### config.mk
export PLATFORM = sky130hd
export DESIGN_NAME = spi_rsp
export DESIGN_NICKNAME = d
export VERILOG_FILES = /design/src/rtl/spi_pkg.sv /design/src/rtl/spi_sync.sv /design/src/rtl/spi_rsp.sv
export SDC_FILE = /design/constraint.sdc
export NUM_CORES = 1
export LEC_CHECK = 0
export BUFFER_PORTS_ARGS = -buffer_cell sky130_fd_sc_hd__buf_2
export CAP_MARGIN = 5
export CORE_MARGIN = 2
export CORE_UTILIZATION = 57
export CTS_BUF_LIST = sky130_fd_sc_hd__clkbuf_8 sky130_fd_sc_hd__clkbuf_16
export DETAILED_ROUTE_END_ITERATION = 8
export GPL_TIMING_DRIVEN = 0
export PLACE_DENSITY = 0.81
export SYNTH_ARGS = -nofsm -noshare
export SYNTH_HDL_FRONTEND = slang
export SYNTH_SLANG_ARGS = --single-unit
### constraint.sdc
create_clock -name clk -period 2.44 [get_ports clk]
set_input_delay 0.366 -clock clk [delete_from_list [all_inputs] [get_ports clk]]
set_output_delay 0.366 -clock clk [all_outputs]
set_load 0.03 [all_outputs]
### src/rtl/spi_pkg.sv
// Shared types and sizing for the SPI link (responder and master driver).
package spi_pkg;

    localparam int SPI_MAXLEN_DEF = 16;
    localparam int SPI_CNT_W      = $clog2(SPI_MAXLEN_DEF) + 1;

    typedef enum logic [1:0] {
        WAIT_DESEL,
        IDLE,
        ACTIVE
    } spi_state_t;

    function automatic int cnt_w(input int maxlen);
        return $clog2(maxlen) + 1;
    endfunction

endpackage

### src/rtl/spi_sync.sv
// Multi-flop synchronizer with registered-copy rise/fall strobes.
module spi_sync #(
    parameter int   STAGES   = 2,
    parameter logic IDLE_LVL = 1'b0
) (
    input  logic clk,
    input  logic sresetn,
    input  logic din,
    output logic level,
    output logic rise,
    output logic fall
);

    logic [STAGES-1:0] chain;
    logic              prev;

    always_ff @(posedge clk or negedge sresetn) begin
        if (!sresetn) begin
            chain <= {STAGES{IDLE_LVL}};
            prev  <= IDLE_LVL;
        end else begin
            chain[0] <= din;
            for (int i = 1; i < STAGES; i++) begin
                chain[i] <= chain[i-1];
            end
            prev <= chain[STAGES-1];
        end
    end

    assign level = chain[STAGES-1];
    assign rise  = level & ~prev;
    assign fall  = ~level & prev;

endmodule

### src/rtl/spi_rsp.sv
// SPI mode-0 responder: oversampled pins, MSB-first shift, framed rx report.
module spi_rsp
    import spi_pkg::*;
#(
    parameter int SPI_MAXLEN  = SPI_MAXLEN_DEF,
    parameter int SYNC_STAGES = 2
) (
    input  logic                        clk,
    input  logic                        sresetn,
    input  logic                        SCLK,
    input  logic                        SS_N,
    input  logic                        MOSI,
    output logic                        MISO,
    input  logic [SPI_MAXLEN-1:0]       tx_data,
    input  logic                        tx_valid,
    output logic                        tx_ready,
    output logic [SPI_MAXLEN-1:0]       rx_data,
    output logic [$clog2(SPI_MAXLEN):0] rx_nbits,
    output logic                        rx_valid,
    output logic                        rx_ovf,
    output logic                        tx_underrun,
    output logic                        busy
);

    localparam int CW = cnt_w(SPI_MAXLEN);
    localparam int MW = SPI_MAXLEN;

    logic sclk_rise, sclk_fall, ss_lvl, ss_rise, ss_fall, mosi_lvl;
    logic [1:0] unused_edges;

    spi_sync #(.STAGES(SYNC_STAGES), .IDLE_LVL(1'b0)) u_sclk (
        .clk(clk), .sresetn(sresetn), .din(SCLK),
        .level(unused_edges[0]), .rise(sclk_rise), .fall(sclk_fall)
    );

    spi_sync #(.STAGES(SYNC_STAGES), .IDLE_LVL(1'b1)) u_ss (
        .clk(clk), .sresetn(sresetn), .din(SS_N),
        .level(ss_lvl), .rise(ss_rise), .fall(ss_fall)
    );

    logic mosi_r, mosi_f;

    spi_sync #(.STAGES(SYNC_STAGES), .IDLE_LVL(1'b0)) u_mosi (
        .clk(clk), .sresetn(sresetn), .din(MOSI),
        .level(mosi_lvl), .rise(mosi_r), .fall(mosi_f)
    );

    assign unused_edges[1] = mosi_r ^ mosi_f;

    // Synchronizer flops reset to idle, so ignore SS_N until the pin has flushed through.
    logic [SYNC_STAGES:0] settle;
    logic                 settled;

    always_ff @(posedge clk or negedge sresetn) begin
        if (!sresetn) settle <= '0;
        else          settle <= {settle[SYNC_STAGES-1:0], 1'b1};
    end

    assign settled = settle[SYNC_STAGES];

    spi_state_t    state, state_n;
    logic [CW-1:0] bit_cnt, bit_cnt_n;
    logic [MW-1:0] rx_shift, rx_shift_n, tx_shift, tx_shift_n;
    logic [MW-1:0] tx_buf, tx_buf_n, rx_data_n;
    logic [CW-1:0] rx_nbits_n;
    logic          ovf, ovf_n, tx_full, tx_full_n, miso_n, busy_n;
    logic          rx_valid_n, rx_ovf_n, tx_underrun_n;

    always_ff @(posedge clk or negedge sresetn) begin
        if (!sresetn) begin
            state       <= WAIT_DESEL;
            bit_cnt     <= '0;
            rx_shift    <= '0;
            tx_shift    <= '0;
            tx_buf      <= '0;
            tx_full     <= 1'b0;
            ovf         <= 1'b0;
            MISO        <= 1'b0;
            busy        <= 1'b0;
            rx_data     <= '0;
            rx_nbits    <= '0;
            rx_valid    <= 1'b0;
            rx_ovf      <= 1'b0;
            tx_underrun <= 1'b0;
        end else begin
            state       <= state_n;
            bit_cnt     <= bit_cnt_n;
            rx_shift    <= rx_shift_n;
            tx_shift    <= tx_shift_n;
            tx_buf      <= tx_buf_n;
            tx_full     <= tx_full_n;
            ovf         <= ovf_n;
            MISO        <= miso_n;
            busy        <= busy_n;
            rx_data     <= rx_data_n;
            rx_nbits    <= rx_nbits_n;
            rx_valid    <= rx_valid_n;
            rx_ovf      <= rx_ovf_n;
            tx_underrun <= tx_underrun_n;
        end
    end

    assign tx_ready = ~tx_full;

    always_comb begin
        state_n       = state;
        bit_cnt_n     = bit_cnt;
        rx_shift_n    = rx_shift;
        tx_shift_n    = tx_shift;
        tx_buf_n      = tx_buf;
        tx_full_n     = tx_full;
        ovf_n         = ovf;
        miso_n        = MISO;
        busy_n        = busy;
        rx_data_n     = rx_data;
        rx_nbits_n    = rx_nbits;
        rx_valid_n    = 1'b0;
        rx_ovf_n      = 1'b0;
        tx_underrun_n = 1'b0;

        if (tx_valid && !tx_full) begin
            tx_buf_n  = tx_data;
            tx_full_n = 1'b1;
        end

        unique case (state)
            WAIT_DESEL: begin
                if (settled && ss_lvl) state_n = IDLE;
            end
            IDLE: begin
                if (ss_fall) begin
                    tx_shift_n    = tx_full ? tx_buf : '0;
                    miso_n        = tx_full & tx_buf[MW-1];
                    tx_underrun_n = ~tx_full;
                    if (tx_full) tx_full_n = 1'b0;
                    bit_cnt_n     = '0;
                    rx_shift_n    = '0;
                    ovf_n         = 1'b0;
                    busy_n        = 1'b1;
                    state_n       = ACTIVE;
                end
            end
            ACTIVE: begin
                if (sclk_rise) begin
                    rx_shift_n = {rx_shift[MW-2:0], mosi_lvl};
                    if (bit_cnt < CW'(MW)) bit_cnt_n = bit_cnt + CW'(1);
                    else                   ovf_n     = 1'b1;
                end
                if (sclk_fall) begin
                    tx_shift_n = {tx_shift[MW-2:0], 1'b0};
                    miso_n     = tx_shift[MW-2];
                end
                // Completion sees the bit captured in this same cycle.
                if (ss_rise) begin
                    if (bit_cnt_n != '0) begin
                        rx_data_n  = rx_shift_n;
                        rx_nbits_n = bit_cnt_n;
                        rx_valid_n = 1'b1;
                        rx_ovf_n   = ovf_n;
                    end
                    busy_n  = 1'b0;
                    miso_n  = 1'b0;
                    state_n = IDLE;
                end
            end
            default: state_n = WAIT_DESEL;
        endcase
    end

endmodule

==> results.yml, run 1 <==
run_status:
  status: "completed"
yosys:
  ys_ff_latch: 93
  yosysWarnings: 0
  syn_avg_cell_area_um2: 11.6
  synth_area_mm2: 0.00396
  syn_inst: 340
  synth_seq_area_share_pct: 58.9
  ys_dominant_reg_cell: "dfrtp_1"
  synth_edf_count: 0
  synthArstFlopShare_pct: 100
  synth_nets: 363
  ys_types: 38
worst_setup_path:
  crit_arrival_ns: 2.60
  max_stage_delay_ns: 0.48
  crit_type: "flop to flop"
  worst_path_max_delay_cell: "or4b_4"
  start_kind: "flop"
  crit_fanout: 10
  critPathRequiredTime_ns: 2.68
  endpoint_kind: "flop"
  worstPathCellList: "ha_1, and3_1, or4b_4, a21oi_2, a21o_4, buf_12, mux2_4"
drt:
  post-route-drc-count: 0
  detail_route.vias_per_cell: 5.64
  drt-wirelength-per-cell_um: 15.1
  vias: 2739
  firstDrtPassIters: 4
  wirelength_um: 7350
  drt_iter0_drc: 182
  antenna_left: 0
power:
  vdd_ir_drop_max_v: 0.000678
  pwr_density_cell_mw_per_mm2: 886
  p_total_mw: 4.02
  power_leakage_nw: 2.37
floorplan:
  die_w_um: 87.4
  num_rows: 30
  io_pins: 49
  core-area_mm2: 0.00676
  initial_core_util_pct: 58.6
  dieHeight_um: 87.4
  dieArea_mm2: 0.00763
grt:
  grt_start_max_net_pins: 72
  grt_first_pass_wirelength_um: 12300
  grt_pass1_vias: 2633
  busiest_layer: "met2"
  use_met2_pct: 32.9
  grtUsageMet3_pct: 4.74
  gr-total-overflow: 0
  grt_use_total_pct: 21.0
  antenna_found_initial: 0
  gr-usage-met1_pct: 28.1
final_layout:
  drive_above_1_share_pct: 27.3
  nets: 424
  post-route-cell-area_mm2: 0.00453
  synthToLayoutAreaGrowth_pct: 14.5
  antenna_cells: 0
placement:
  port_buffers: 48
  post-place-ws_ns: 0.0572
  place_area_mm2: 0.00433
  hpwl_um: 4980
  routabilityCongestion: 0.795
sta:
  rsz0062_at_grt: "no"
  finalHoldViolCount: 0
  drv_slew: 0
  max_clock_freq_ghz: 0.424
  finalSetupTns_ns: 0
  period_share_pct: 96.6
  whs_ns: 0.106
  slew_headroom_pct: 56.4
  fin_crit_ns: 2.36
  setup_ws_ns: 0.0826
  fin_skew_ns: 0.0114
  tightest_slew_ns: 0.652
  setup_viol: 0
cts:
  htreeDepth: 3
  clk_latency_ns: 0.36
  cts_sinks: 93
  clkTransAtPathRegs_ns: 0.09
  cts_tree: "yes"
  clk_path_buf_depth: 2
  root_buffer: "clkbuf_8"
  cts_buffers: 9
flow_run:
  maxCapViolations: 0
hold_path:
  hp-class: "input port to flop"
-- report_power, final --
part | total [mW] | internal (mW) | switching (mW)
sequential | 2.04 | 1.85 | 0.194
clock | 1.01 | 0.491 | 0.516
combinational | 0.967 | 0.443 | 0.524
total | 4.02 | 2.79 | 1.23
-- worst paths after layout --
kind                             from              end  cells after the start  slack (ns)
hold reg to reg             settle[0]        settle[1]                      0        0.35
max in group asynchronous     sresetn    u_ss.chain[0]                      3        1.31
setup reg to reg           bit_cnt[0]      rx_data[14]                      7        0.08
setup / recovery           bit_cnt[0]      rx_data[14]                      7        0.08
min in group asynchronous     sresetn       rx_data[3]                      2        0.44
hold / removal                   MOSI  u_mosi.chain[0]                      1        0.11
-- worst max-delay path, delay by kind of cell, from the launching register on --
kind	cells	cell delay, ns
multiplexers	1	0.30
AND/OR/NAND/NOR	2	0.70
buffers and inverters	1	0.16
flip-flops	1	0.47
adder cells (fa/ha/maj)	1	0.24
AO/OA/AOI/OAI	2	0.36
-- routing by layer --
metal  vias up  wire [um]
met5         -          0
met1      1347       3300
met2        83       3580
li1       1296          -
met3        13        321
met4         0        148
-- state kept, by name, summed over array words and instances (netlist names), 3 cells and up --
register / flops
rx_shift: 16
tx_shift: 15
tx_buf: 16
settle: 3
bit_cnt: 5
rx_data: 16
rx_nbits: 5
-- per-stage QoR --
stage	std cells	util (%)
after global placement	468	63.6
after detailed placement	469	64.1
after floorplan	340	-
after global routing	486	67.1
final	486	67.1
after CTS	486	67.1
-- layout by cell type, fill, tap and decap left out, types with 2 or more instances in the layout --
cell type | netlist | routed
a21oi_1 | 20 | 20
a22o_1 | 17 | 17
and3_1 | 16 | 16
buf_1 | 2 | 2
buf_12 | 2 | 2
buf_2 | 0 | 47
clkbuf_1 | 14 | 14
clkbuf_8 | 0 | 10
clkinv_2 | 0 | 2
dfrtp_1 | 90 | 89
dfstp_2 | 3 | 3
inv_1 | 5 | 7
mux2_2 | 20 | 20
mux2_4 | 17 | 17
mux2i_1 | 2 | 2
nand2_1 | 71 | 71
nand2b_1 | 3 | 3
nor2_1 | 8 | 8
nor2b_1 | 4 | 4
o21ai_0 | 23 | 23
xor2_1 | 3 | 3
-- synthesized netlist by cell type, drive strengths merged, types with 4 or more instances --
cell type | n | area [um^2]
buf | 5 | 58.8
a22o | 17 | 149
and3 | 16 | 100
nor2b | 4 | 25.0
a21oi | 21 | 109
clkbuf | 14 | 52.6
o21ai | 23 | 115
inv | 5 | 18.8
mux2 | 37 | 480
dfrtp | 90 | 2250
nor2 | 8 | 30.0
nand2 | 71 | 267
-- final cells by class --
type / count / area [um^2]
Buffer: 19 / 111
Clock inverter: 6 / 55.1
Inverter: 5 / 18.8
Tap cell: 80 / 100
Multi-Input combinational cell: 223 / 1500
Timing Repair Buffer: 50 / 280
Fill cell: 501 / 2220
Clock buffer: 10 / 138
Sequential cell: 93 / 2330
-- kinds of logic after synthesis --
kind of cell	share of synthesized area, %
AND/OR/NAND/NOR	12.9
flip-flops	58.9
AO/OA/AOI/OAI	11.2
multiplexers	12.6
buffers and inverters	3.29
XOR/XNOR	0.664
adder cells (fa/ha/maj)	0.316
other	0.0947
-- repair_timing --
| action | CTS | global route |
|---|---|---|
| hold endpoints to repair | 22 | 0 |
| buffers inserted | 0 | 0 |
| gates resized for setup | 0 | 1 |
| hold buffers | 1 | 0 |
| endpoints found under the setup margin | 0 | 17 |
No activity file was read; power rests on OpenSTA's default activity.
==> inputs of run 2 (changes only) <==
CORE_ASPECT_RATIO = 0.9   (was unset)
==> results.yml, run 2 (same netlist as run 1, synthesis figures left out) <==
power:
  power_leakage_nw: 2.37
  combPwrFrac_pct: 24.0
  net-switching-power_mw: 1.19
  p_int_mw: 2.81
  vdd_ir_drop_max_v: 0.000589
  p_sw_share_pct: 29.8
  pwr_density_cell_mw_per_mm2: 880
  p_total_mw: 4.00
  pwr-share-seq_pct: 51.0
  clkPwrFrac_pct: 25.0
hold_path:
  min_from: "SS_N"
  min_to: "u_ss.chain[0]"
  holdPathStages: 1
  hp-class: "input port to flop"
final_layout:
  antenna_cells: 0
  top_regs: "rx_data: 16 flops, rx_shift: 16 flops, tx_buf: 16 flops"
  final_cell_mix: "dfrtp_1, nand2_1, buf_2"
  drive_above_1_share_pct: 26.7
  final_cells: 495
  fin_util_pct: 68.3
  ff_latch_area_mm2: 0.00233
  fillers: 498
  multi_input_area_mm2: 0.00150
  nets: 424
  synthToLayoutAreaGrowth_pct: 14.8
  post-route-cell-area_mm2: 0.00455
  layout_commonest_cell: "dfrtp_1"
placement:
  dp_cells: 479
  routabilityCongestion: 0.767
  port_buffers: 48
  hpwl_um: 5040
  place_area_mm2: 0.00434
  post-place-ws_ns: 0.0881
floorplan:
  dieHeight_um: 83.1
  core-area_mm2: 0.00666
  initial_core_util_pct: 59.5
  dieArea_mm2: 0.00763
  num_rows: 28
  io_pins: 49
  die_w_um: 91.9
cts:
  clk_path_buf_depth: 2
  htreeDepth: 3
  cts_buffers: 9
  cts_tree: "yes"
  clk_latency_ns: 0.36
  root_buffer: "clkbuf_8"
  cts_sinks: 93
  clkTransAtPathRegs_ns: 0.08
  cts-resized-gates: 0
  postCtsSetupRepairBufs: 0
  cts_hold_buf: 1
sta:
  period_share_pct: 96.8
  fin_crit_ns: 2.36
  rsz0062_at_grt: "no"
  setup_ws_ns: 0.0792
  drv_slew: 0
  finalSetupTns_ns: 0
  setup_viol: 0
  finalHoldViolCount: 0
  tightest_slew_ns: 0.593
  whs_ns: 0.105
  fin_skew_ns: 0.00814
  slew_headroom_pct: 60.3
  max_clock_freq_ghz: 0.424
worst_setup_path:
  crit_type: "flop to flop"
  worstReg2RegStart: "bit_cnt[0]"
  r2r_setup_slack_ns: 0.08
  critPathRequiredTime_ns: 2.68
  crit_fanout: 10
  crit_arrival_ns: 2.60
  worstRegToRegCells: 7
  endpoint_kind: "flop"
  r2r_end: "rx_nbits[3]"
  start_kind: "flop"
grt:
  grt_pass1_vias: 2540
  antenna_found_initial: 0
  grt_use_total_pct: 20.5
  gr-total-overflow: 0
  grt_first_pass_wirelength_um: 12400
  grt_start_max_net_pins: 77
drt:
  vias: 2712
  drt-wirelength-per-cell_um: 14.6
  antenna_left: 0
  detail_route.vias_per_cell: 5.48
  post-route-drc-count: 0
  firstDrtPassIters: 4
  drt_iter0_drc: 132
  wirelength_um: 7220
run_status:
  status: "completed"
flow_run:
  maxCapViolations: 0
==> run 2: cell types whose count changed in the layout (fill, tap and decap cells not counted) <==
cell        before  now
dfrtp_1         89   90
clkbuf_8        10   11
clkinvlp_4       1    0
clkinv_2         2    0
inv_1            7    8
dfrtp_2          1    0
==> run 2: layout make-up <==
| type | instances | share of cell area [%] |
|---|---|---|
| inverter | 5 | 0.413 |
| clock buffer | 11 | 3.33 |
| tap | 90 | 2.48 |
| multi-input combinational | 223 | 33.0 |
| sequential | 93 | 51.3 |
| timing repair buffer | 50 | 6.17 |
| buffer | 19 | 2.45 |
| clock inverter | 4 | 0.908 |
==> run 2: critical path, cell delays in order, from the launching register on <==
cell and delay [ns]:
dfrtp_1 0.47, ha_1 0.27, and3_1 0.23, or4b_4 0.49, a21oi_2 0.14, a21o_4 0.19
buf_12 0.16, mux2_4 0.31
==> run 2: how the worst max path moves through the flow <==
| stage | cells past startpoint | slack [ns] | to | from |
|---|---|---|---|---|
| 5_1_grt | 7 | 0.005 | rx_nbits[3] | bit_cnt[0] |
| 4_1_cts | 7 | 0.07 | rx_nbits[3] | bit_cnt[0] |
| 3_3_place_gp | 7 | 0.13 | rx_nbits[3] | bit_cnt[0] |
| 3_5_place_dp | 7 | 0.09 | rx_nbits[3] | bit_cnt[0] |
| 6_report | 7 | 0.08 | rx_nbits[3] | bit_cnt[0] |
| 2_1_floorplan | 7 | 0.25 | rx_data[10] | bit_cnt[0] |
==> run 2: layer usage <==
metal	vias to the layer above	track usage [%]	share of wire, %	routed length (um)
li1	1296	-	-	-
met1	1330	28.8	46	3310
met2	76	31.5	48	3450
met3	10	4.90	4.6	332
met4	0	7.60	1.7	122
met5	-	0	0	0
==> run 2: power groups by stage <==
stage / combinational [mW] / clock (mW) / sequential, mW
finish: 0.960 / 0.999 / 2.04
global route: 1.08 / 1.08 / 2.08
CTS: 0.967 / 1.02 / 2.04
global placement: 0.907 / 0 / 2.05
floorplan: 0.678 / 0 / 2.06
detailed placement: 0.961 / 0 / 2.07
==> inputs of run 3 (changes only) <==
CORE_UTILIZATION = 52   (was 57)
PLACE_DENSITY = 0.85   (was 0.81)
clock period = 2.1 ns   (was 2.44 ns; I/O delays follow)
==> results.yml, run 3 (same netlist as run 1, synthesis figures left out) <==
run_status:
  status: "finished, violations left"
  violations: "setup timing"
worst_setup_path:
  crit_arrival_ns: 2.44
  endpoint_kind: "flop"
  worstReg2RegStart: "bit_cnt[0]"
  critPathRequiredTime_ns: 2.35
  crit_fanout: 5
  crit_start: "bit_cnt[0]"
  worstRegToRegCells: 7
  start_kind: "flop"
  crit_type: "flop to flop"
  r2r_setup_slack_ns: -0.09
floorplan:
  dieHeight_um: 86.8
  io_pins: 49
  initial_core_util_pct: 53.0
  core-area_mm2: 0.00747
  num_rows: 30
  dieArea_mm2: 0.00833
  die_w_um: 96.0
drt:
  post-route-drc-count: 0
  antenna_left: 0
  drt_iter0_drc: 169
  firstDrtPassIters: 4
  drt-wirelength-per-cell_um: 15.0
  detail_route.vias_per_cell: 5.35
  wirelength_um: 7720
  vias: 2747
cts:
  cts_buffers: 9
  clk_path_buf_depth: 2
  cts_tree: "yes"
  htreeDepth: 3
  cts_sinks: 93
  root_buffer: "clkbuf_8"
  clkTransAtPathRegs_ns: 0.09
  clk_latency_ns: 0.36
placement:
  hpwl_um: 5240
  routabilityCongestion: 0.776
  post-place-ws_ns: -0.211
  port_buffers: 48
  dp_cells: 485
  place_area_mm2: 0.00436
power:
  pwr-share-seq_pct: 50.0
  power_leakage_nw: 2.45
  clkPwrFrac_pct: 25.1
  vdd_ir_drop_max_v: 0.000691
  p_total_mw: 4.74
  net-switching-power_mw: 1.48
  p_int_mw: 3.26
  p_sw_share_pct: 31.2
  pwr_density_cell_mw_per_mm2: 1000
  combPwrFrac_pct: 24.9
hold_path:
  hp-class: "input port to flop"
  min_from: "SS_N"
  holdPathStages: 1
grt:
  grt_use_total_pct: 20.4
  grt_first_pass_wirelength_um: 13000
  gr-total-overflow: 0
  antenna_found_initial: 0
  grt_start_max_net_pins: 51
  grt_pass1_vias: 2725
final_layout:
  fin_util_pct: 63.3
  post-route-cell-area_mm2: 0.00473
  synthToLayoutAreaGrowth_pct: 19.4
  final_cells: 513
  drive_above_1_share_pct: 31.7
  antenna_cells: 0
  nets: 435
  final_cell_mix: "dfrtp_1, nand2_1, buf_2"
  layout_commonest_cell: "dfrtp_1"
  top_regs: "rx_data: 16 flops, rx_shift: 16 flops, tx_buf: 16 flops"
sta:
  finalHoldViolCount: 0
  fin_crit_ns: 2.19
  slew_headroom_pct: 62.3
  rsz0062_at_grt: "yes"
  setup_viol: 21
  setup_ws_ns: -0.0859
  tightest_slew_ns: 0.565
  fin_skew_ns: 0.0101
  drv_slew: 0
  period_share_pct: 104
  max_clock_freq_ghz: 0.457
flow_run:
  maxCapViolations: 0
-- run 3: cell count changes in the layout (fill, tap and decap cells not counted), moves of 2 or more --
cell / previous run / this run
mux2_4: 17 / 20
inv_1: 8 / 5
clkinv_2: 0 / 2
dfrtp_2: 0 / 3
clkbuf_8: 11 / 9
dfrtp_1: 90 / 87
clkinv_4: 0 / 2
buf_4: 1 / 10
mux2_2: 20 / 17
-- run 3: stage by stage --
stage	hold slack [ns]	setup TNS (ns)
6_report	0.0503	-1.29
5_1_grt	0.0324	-1.96
4_1_cts	0.0274	-1.23
3_5_place_dp	0.337	-3.64
3_3_place_gp	0.332	-6.74
2_1_floorplan	0.0194	-0.757
-- run 3: metal layers --
metal / vias up / track usage [%] / wire [um]
li1: 1316 / - / -
met1: 1365 / 26.8 / 3470
met2: 54 / 33.0 / 3870
met3: 12 / 6.70 / 262
met4: 0 / 4.68 / 116
met5: - / 0 / 0
-- run 3: power by group through the flow --
stage	sequential [mW]	combinational, mW	clock, mW
floorplan	2.39	0.787	0
global placement	2.38	1.05	0
detailed placement	2.40	1.12	0
CTS	2.36	1.17	1.23
global route	2.41	1.33	1.30
finish	2.37	1.18	1.19
-- run 3: area by class of cell --
cell class	count	area (um^2)
plain buffers	18	108
clock inverters	7	73.8
fillers	593	2740
inverters	5	18.8
clock buffers	9	124
flip-flops and latches	93	2330
well taps	96	120
repair buffers	62	404
multi-input cells	223	1550
-- run 3: worst paths after layout --
| check | end |
|---|---|
| setup / recovery | rx_nbits[3] |
| hold / removal | u_ss.chain[0] |
| setup reg to reg | rx_nbits[3] |
| hold reg to reg | u_sclk.chain[1] |
| max in group asynchronous | u_sclk.prev |
| min in group asynchronous | rx_data[11] |
-- run 3: worst max-delay path: stages (launching register included) --
cell	delay, ns
dfrtp_2	0.44
ha_4	0.16
and3_4	0.17
or4b_4	0.48
a21oi_2	0.15
a21o_4	0.21
clkbuf_16	0.17
mux2_4	0.29
-- run 3: what timing repair did --
action,4_1_cts,5_1_grt
endpoints found under the hold margin,40,0
gates cloned,0,1
hold buffers,1,0
setup buffers,7,4
gates resized for setup,7,5
pin swaps,1,3
endpoints found under the setup margin,31,32
